**src/rtl/sprite_layer_scheduler.sv**
```systemverilog
// Per-pixel sprite compositor: scans the sprite slots in priority order, issues one
// BRAM read per in-range slot, and returns the first opaque sprite pixel or the background.
module sprite_layer_scheduler #(
  parameter int          NUM_SLOTS   = 4,
  parameter int          SPR_SIZE    = 20,
  parameter logic [17:0] TRANSPARENT = 18'h00001
) (
  input  logic                    clk,
  input  logic                    reset,
  input  logic                    req_valid,
  output logic                    req_ready,
  input  logic [9:0]              req_x,
  input  logic [9:0]              req_y,
  input  logic [17:0]             bg_pixel,
  input  logic [NUM_SLOTS-1:0]    slot_en,
  input  logic [10*NUM_SLOTS-1:0] slot_x,
  input  logic [10*NUM_SLOTS-1:0] slot_y,
  input  logic [2*NUM_SLOTS-1:0]  slot_dir,
  output logic                    rom_en,
  output logic [1:0]              rom_sel,
  output logic [9:0]              rom_x,
  output logic [9:0]              rom_y,
  output logic [1:0]              rom_dir,
  input  logic [17:0]             rom_data,
  output logic                    pix_valid,
  input  logic                    pix_ready,
  output logic [17:0]             pix_data,
  output logic                    pix_is_sprite,
  output logic [1:0]              pix_slot
);

  localparam int IDX_W = (NUM_SLOTS > 1) ? $clog2(NUM_SLOTS) : 1;

  typedef enum logic [1:0] {IDLE, SCAN, DRAIN, OUT} state_t;

  state_t                    state, state_next;
  logic [IDX_W-1:0]          scan_idx;
  logic [9:0]                x_q, y_q;
  logic [17:0]               bg_q;
  logic [NUM_SLOTS-1:0]      en_q;
  logic [10*NUM_SLOTS-1:0]   sx_q, sy_q;
  logic [2*NUM_SLOTS-1:0]    dir_q;
  logic                      issued_en;
  logic [1:0]                issued_sel;
  logic [9:0]                rom_x_q, rom_y_q;
  logic [1:0]                rom_sel_q, rom_dir_q;

  logic [9:0]  cur_sx, cur_sy;
  logic [10:0] dx, dy;
  logic        in_range, scanning, last_slot, cap_hit;
  logic [9:0]  scan_x, scan_y;
  logic [1:0]  scan_sel, scan_dir;

  always_ff @(posedge clk or posedge reset) begin
    if (reset) state <= IDLE;
    else       state <= state_next;
  end

  assign last_slot = (scan_idx == IDX_W'(NUM_SLOTS - 1));

  // NOTE: every output of this block is assigned a default first, so no latch is inferred.
  always_comb begin
    state_next = state;
    req_ready  = 1'b0;
    pix_valid  = 1'b0;
    case (state)
      IDLE: begin
        req_ready = 1'b1;
        if (req_valid) state_next = SCAN;
      end
      SCAN:  if (last_slot) state_next = DRAIN;
      DRAIN: state_next = OUT;
      OUT: begin
        pix_valid = 1'b1;
        if (pix_ready) state_next = IDLE;
      end
      default: state_next = IDLE;
    endcase
  end

  // Differences are 11 bits wide so a sprite near x=1023 never wraps onto low coordinates.
  assign cur_sx   = sx_q[int'(scan_idx)*10 +: 10];
  assign cur_sy   = sy_q[int'(scan_idx)*10 +: 10];
  assign dx       = {1'b0, x_q} - {1'b0, cur_sx};
  assign dy       = {1'b0, y_q} - {1'b0, cur_sy};
  assign in_range = en_q[scan_idx] && (x_q >= cur_sx) && (dx < 11'(SPR_SIZE))
                                   && (y_q >= cur_sy) && (dy < 11'(SPR_SIZE));

  assign scanning = (state == SCAN);
  assign scan_x   = in_range ? dx[9:0] : 10'(SPR_SIZE);
  assign scan_y   = in_range ? dy[9:0] : 10'(SPR_SIZE);
  assign scan_sel = 2'(scan_idx);
  assign scan_dir = dir_q[int'(scan_idx)*2 +: 2];

  assign rom_en  = scanning && in_range;
  assign rom_x   = scanning ? scan_x   : rom_x_q;
  assign rom_y   = scanning ? scan_y   : rom_y_q;
  assign rom_sel = scanning ? scan_sel : rom_sel_q;
  assign rom_dir = scanning ? scan_dir : rom_dir_q;

  // A read issued last cycle is a hit only if it was a real read and the pixel is opaque.
  assign cap_hit = issued_en && (rom_data != TRANSPARENT);

  // NOTE: sequential state uses non-blocking assignments so every register samples pre-edge values.
  always_ff @(posedge clk or posedge reset) begin
    if (reset) begin
      scan_idx      <= '0;
      x_q           <= '0;
      y_q           <= '0;
      bg_q          <= '0;
      en_q          <= '0;
      sx_q          <= '0;
      sy_q          <= '0;
      dir_q         <= '0;
      issued_en     <= 1'b0;
      issued_sel    <= '0;
      rom_x_q       <= '0;
      rom_y_q       <= '0;
      rom_sel_q     <= '0;
      rom_dir_q     <= '0;
      pix_data      <= '0;
      pix_is_sprite <= 1'b0;
      pix_slot      <= '0;
    end else begin
      issued_en  <= rom_en;
      issued_sel <= rom_sel;
      if (state == IDLE && req_valid) begin
        x_q           <= req_x;
        y_q           <= req_y;
        bg_q          <= bg_pixel;
        en_q          <= slot_en;
        sx_q          <= slot_x;
        sy_q          <= slot_y;
        dir_q         <= slot_dir;
        scan_idx      <= '0;
        pix_data      <= bg_pixel;
        pix_is_sprite <= 1'b0;
        pix_slot      <= '0;
      end
      if (scanning) begin
        scan_idx  <= scan_idx + 1'b1;
        rom_x_q   <= scan_x;
        rom_y_q   <= scan_y;
        rom_sel_q <= scan_sel;
        rom_dir_q <= scan_dir;
      end
      // The first opaque capture wins; pix_is_sprite locks out later slots.
      if (cap_hit && !pix_is_sprite) begin
        pix_data      <= rom_data;
        pix_is_sprite <= 1'b1;
        pix_slot      <= issued_sel;
      end
    end
  end

endmodule

```
**config.mk**
```make
export PLATFORM = sky130hd
export DESIGN_NAME = sprite_layer_scheduler
export DESIGN_NICKNAME = d
export VERILOG_FILES = /design/src/rtl/sprite_layer_scheduler.sv
export SDC_FILE = /design/constraint.sdc
export NUM_CORES = 1
export LEC_CHECK = 0
export BUFFER_PORTS_ARGS = -buffer_cell sky130_fd_sc_hd__clkbuf_2
export CAP_MARGIN = 10
export CORE_ASPECT_RATIO = 1.2
export CORE_MARGIN = 2
export CORE_UTILIZATION = 38
export DETAILED_ROUTE_END_ITERATION = 10
export GPL_TIMING_DRIVEN = 0
export PLACE_DENSITY_LB_ADDON = 0.08
export SLEW_MARGIN = 20
export SYNTH_ARGS = -nofsm -noshare
export SYNTH_HDL_FRONTEND = slang
export SYNTH_SLANG_ARGS = --single-unit
```
**constraint.sdc**
```tcl
create_clock -name clk -period 12.9 [get_ports clk]
set_input_delay 1.29 -clock clk [delete_from_list [all_inputs] [get_ports clk]]
set_output_delay 1.29 -clock clk [all_outputs]
set_load 0.02 [all_outputs]
```
==> flow_metrics.env <==
export IMPL_syn_area_per_cell_um2=13.0
export IMPL_synth_cell_types=52
export IMPL_cp_slowest_stage_delay_ps=710
export IMPL_cts_path_max_buffers=2
export IMPL_slew_headroom=0.341
export IMPL_design_area_um2=9800
export IMPL_max_freq_ghz=0.150
export IMPL_crit_chain="clkbuf_1 > buf_1 > mux4_2 > ha_1 > inv_1 > fa_1 > a211oi_1 > nor2_1 > nand3b_1 > o311ai_0 > nor4_1 > nand4_4 > o22ai_1 > clkbuf_2"
export IMPL_synth_area_leaders="dfrtp_1 (52%), mux2_2 (17%), mux4_2 (6.6%)"
export IMPL_fin_setup_tns_ps=0
export IMPL_critical_path_top_delay_family="buffers and inverters"
export IMPL_clock_sinks=162
export IMPL_dieWidth_um=135
export IMPL_place_area_um2=9170
export IMPL_netlist_top_cells_count="dfrtp_1 (162), mux2_2 (115), inv_1 (39), nor2_1 (34), ha_1 (25)"
export IMPL_hp_start="dir_q[5]$_DFFE_PP0P_"
export IMPL_synth_cells=599
export IMPL_fin_skew_ps=9.79
export IMPL_overflow=0
export IMPL_core_um2=20200
export IMPL_n_antenna_cell=0
export IMPL_insertion_delay_ps=430
export IMPL_htreeDepth=4
export IMPL_rsz0062_at_grt="no"
export IMPL_synth_most_common_cell="dfrtp_1"
export IMPL_final_nets=997
export IMPL_yosys_area_top_type_share=0.519
export IMPL_post_route_period_util=0.517
export IMPL_synth_area_um2=7800
export IMPL_dieArea_um2=21700
export IMPL_worstSetupPathType="reg -> out"
export IMPL_vias=5485
export IMPL_start_util=0.387
export IMPL_io_pin_count=200
export IMPL_die_h_um=161
export IMPL_end_kind="primary output"
export IMPL_maxSlewViolCount=0
export IMPL_post_cts_buffers=0
export IMPL_synth_xor_area_frac=0.00673
export IMPL_vias_per_cell=5.00
export IMPL_finalHoldViolCount=0
export IMPL_cts_reportedPaths_clkPinSlew_ps=60
export IMPL_synth_ff_type="dfrtp_1"
export IMPL_synth_largest_area_cell="dfrtp_1"
export IMPL_cp_data_required_time_ps=11610
export IMPL_firstDrtPassIters=4
export IMPL_worstHoldPathType="reg -> reg"
export IMPL_critPathLaunchType="flop"
export IMPL_synthMuxAreaShare=0.262
export IMPL_wl_per_cell_um=18.0
export IMPL_syn_to_final_growth_pct=25.6
export IMPL_status="finished clean"
export IMPL_grt_pass1_vias=5950
export IMPL_synth_top_family_by_area="multiplexers"
export IMPL_numCtsBuffers=17
export IMPL_cts_tree="done"
export IMPL_drc=0
export IMPL_grt_total_usage=0.188
export IMPL_power_density_nw_per_um2=294
export IMPL_startpoint="scan_idx[1]$_DFFE_PP0P_"
export IMPL_cp_max_fo=10
export IMPL_synth_nets=778
export IMPL_drtAntennaViolNets=0
export IMPL_critPathArrivalTime_ps=5380
export IMPL_ys_warn_count=0
export IMPL_fill_cells=1875
export IMPL_ys_seq_area_frac=0.519
export IMPL_dpl_hpwl_um=15100
export IMPL_slowest_stage="nor4_1"
export IMPL_yosys_area_share_simple=0.0709
export IMPL_multi_input_area_um2=3500
export IMPL_finalSetupViolCount=0
export IMPL_critPathBufInv=4
export IMPL_max_cap_violations=0
export IMPL_tightest_slew_ps=988
export IMPL_drive_gt1_frac=0.457
export IMPL_antenna_found_initial=0
export IMPL_gp_congestion=0.848
export IMPL_ys_seq_elements=162
export IMPL_grt_pass1_wl_um=31300
export IMPL_synthArstFlopShare=1.00
export IMPL_regArea_um2=4050
export IMPL_min_period_ps=6670
export IMPL_port_buffers=199
export IMPL_cts_hold_buffers=0
export IMPL_synth_fa_ha_area_frac=0.0452
export IMPL_reg2reg_from="scan_idx[1]$_DFFE_PP0P_"
export IMPL_grt_max_degree=88
export IMPL_synth_compound_area_frac=0.0637
export IMPL_root_buffer="clkbuf_16"
export IMPL_rows=57
export IMPL_drt_iter0_drc=198
export IMPL_ctsResizeCount=0
export IMPL_drt_wl_total_um=19700
export IMPL_vdd_drop_max_v=0.000118
export IMPL_synth_edff_count=0
export IMPL_p_leak_nw=4.71
## layer usage
metal / routed length (um) / share of wire / up-vias / GRT usage
li1: - / - / 2579 / -
met5: 0 / 0 / - / 0
met2: 9830 / 0.50 / 159 / 0.317
met4: 227 / 0.012 / 0 / 0.0531
met3: 1150 / 0.058 / 15 / 0.0493
met1: 8520 / 0.43 / 2732 / 0.239
## cells in the final DEF (no fill, tap or decap), types with 23 or more instances in the layout
master    Yosys  final
mux4_2       23     23
inv_1        39     38
ha_1         25     25
nor2_1       34     34
mux2_2      115    115
dfrtp_1     162    162
mux2i_1      23     23
a21oi_1      24     24
clkbuf_2      0    199
## final cells by class
type | count | share of cell area
flip-flops and latches | 162 | 0.414
multi-input cells | 371 | 0.357
repair buffers | 200 | 0.104
clock buffers | 18 | 0.0438
well taps | 265 | 0.0338
clock inverters | 14 | 0.0207
inverters | 39 | 0.0157
plain buffers | 27 | 0.0107
## registers in the layout, summed over array words and instances, names as in the netlist, 2 cells and up
name and flops:
sx_q 40, pix_data 18, state 2, en_q 4
rom_dir_q 2, x_q 10, rom_sel_q 2, sy_q 40
scan_idx 2, pix_slot 2, y_q 10, rom_y_q 10
rom_x_q 10, dir_q 8
## worst paths after layout
kind,cells past startpoint,to,slack [ps]
setup / recovery,14,rom_y[1],6230
hold / removal,1,dir_q[5]$_DFFE_PP0P_,500
setup reg to reg,13,rom_y_q[1]$_DFF_PP0_,8050
hold reg to reg,1,dir_q[5]$_DFFE_PP0P_,500
max in group asynchronous,3,y_q[6]$_DFFE_PP0P_,11170
min in group asynchronous,2,en_q[0]$_DFFE_PP0P_,910
## power breakdown
part	total [mW]	switching (mW)	internal, mW
combinational	1.49	0.781	0.711
sequential	0.842	0.110	0.732
clock	0.542	0.214	0.328
## cells by family (layout without fill, tap and decap cells)
kind of cell | after synthesis | count (layout)
multiplexers | 161 | 161
XOR/XNOR | 6 | 6
buffers and inverters | 66 | 298
adder cells (fa/ha/maj) | 27 | 27
AND/OR/NAND/NOR | 102 | 102
AO/OA/AOI/OAI | 75 | 75
flip-flops | 162 | 162
## worst register-to-register path, stage by stage, from the launching register on
cell and delay, ps:
dfrtp_1 350, clkbuf_1 430, buf_1 670, mux4_2 340
ha_1 160, inv_1 50, fa_1 410, a211oi_1 470
nor2_1 200, nand3b_1 130, o311ai_0 140, nor4_1 710
nand4_4 270, o22ai_1 370
## per-stage QoR
stage | hold slack, ps | total power [mW] | util | cells | worst slack (ps)
after floorplan | 474 | 1.97 | - | 599 | 7230
after global placement | 482 | 2.31 | 0.452 | 1063 | 5470
after detailed placement | 488 | 2.36 | 0.454 | 1064 | 6640
after CTS | 504 | 2.91 | 0.485 | 1096 | 6170
after global routing | 508 | 3.11 | 0.485 | 1096 | 5900
final | 501 | 2.88 | 0.485 | 1096 | 6230
(Power assumes the default switching activity.)
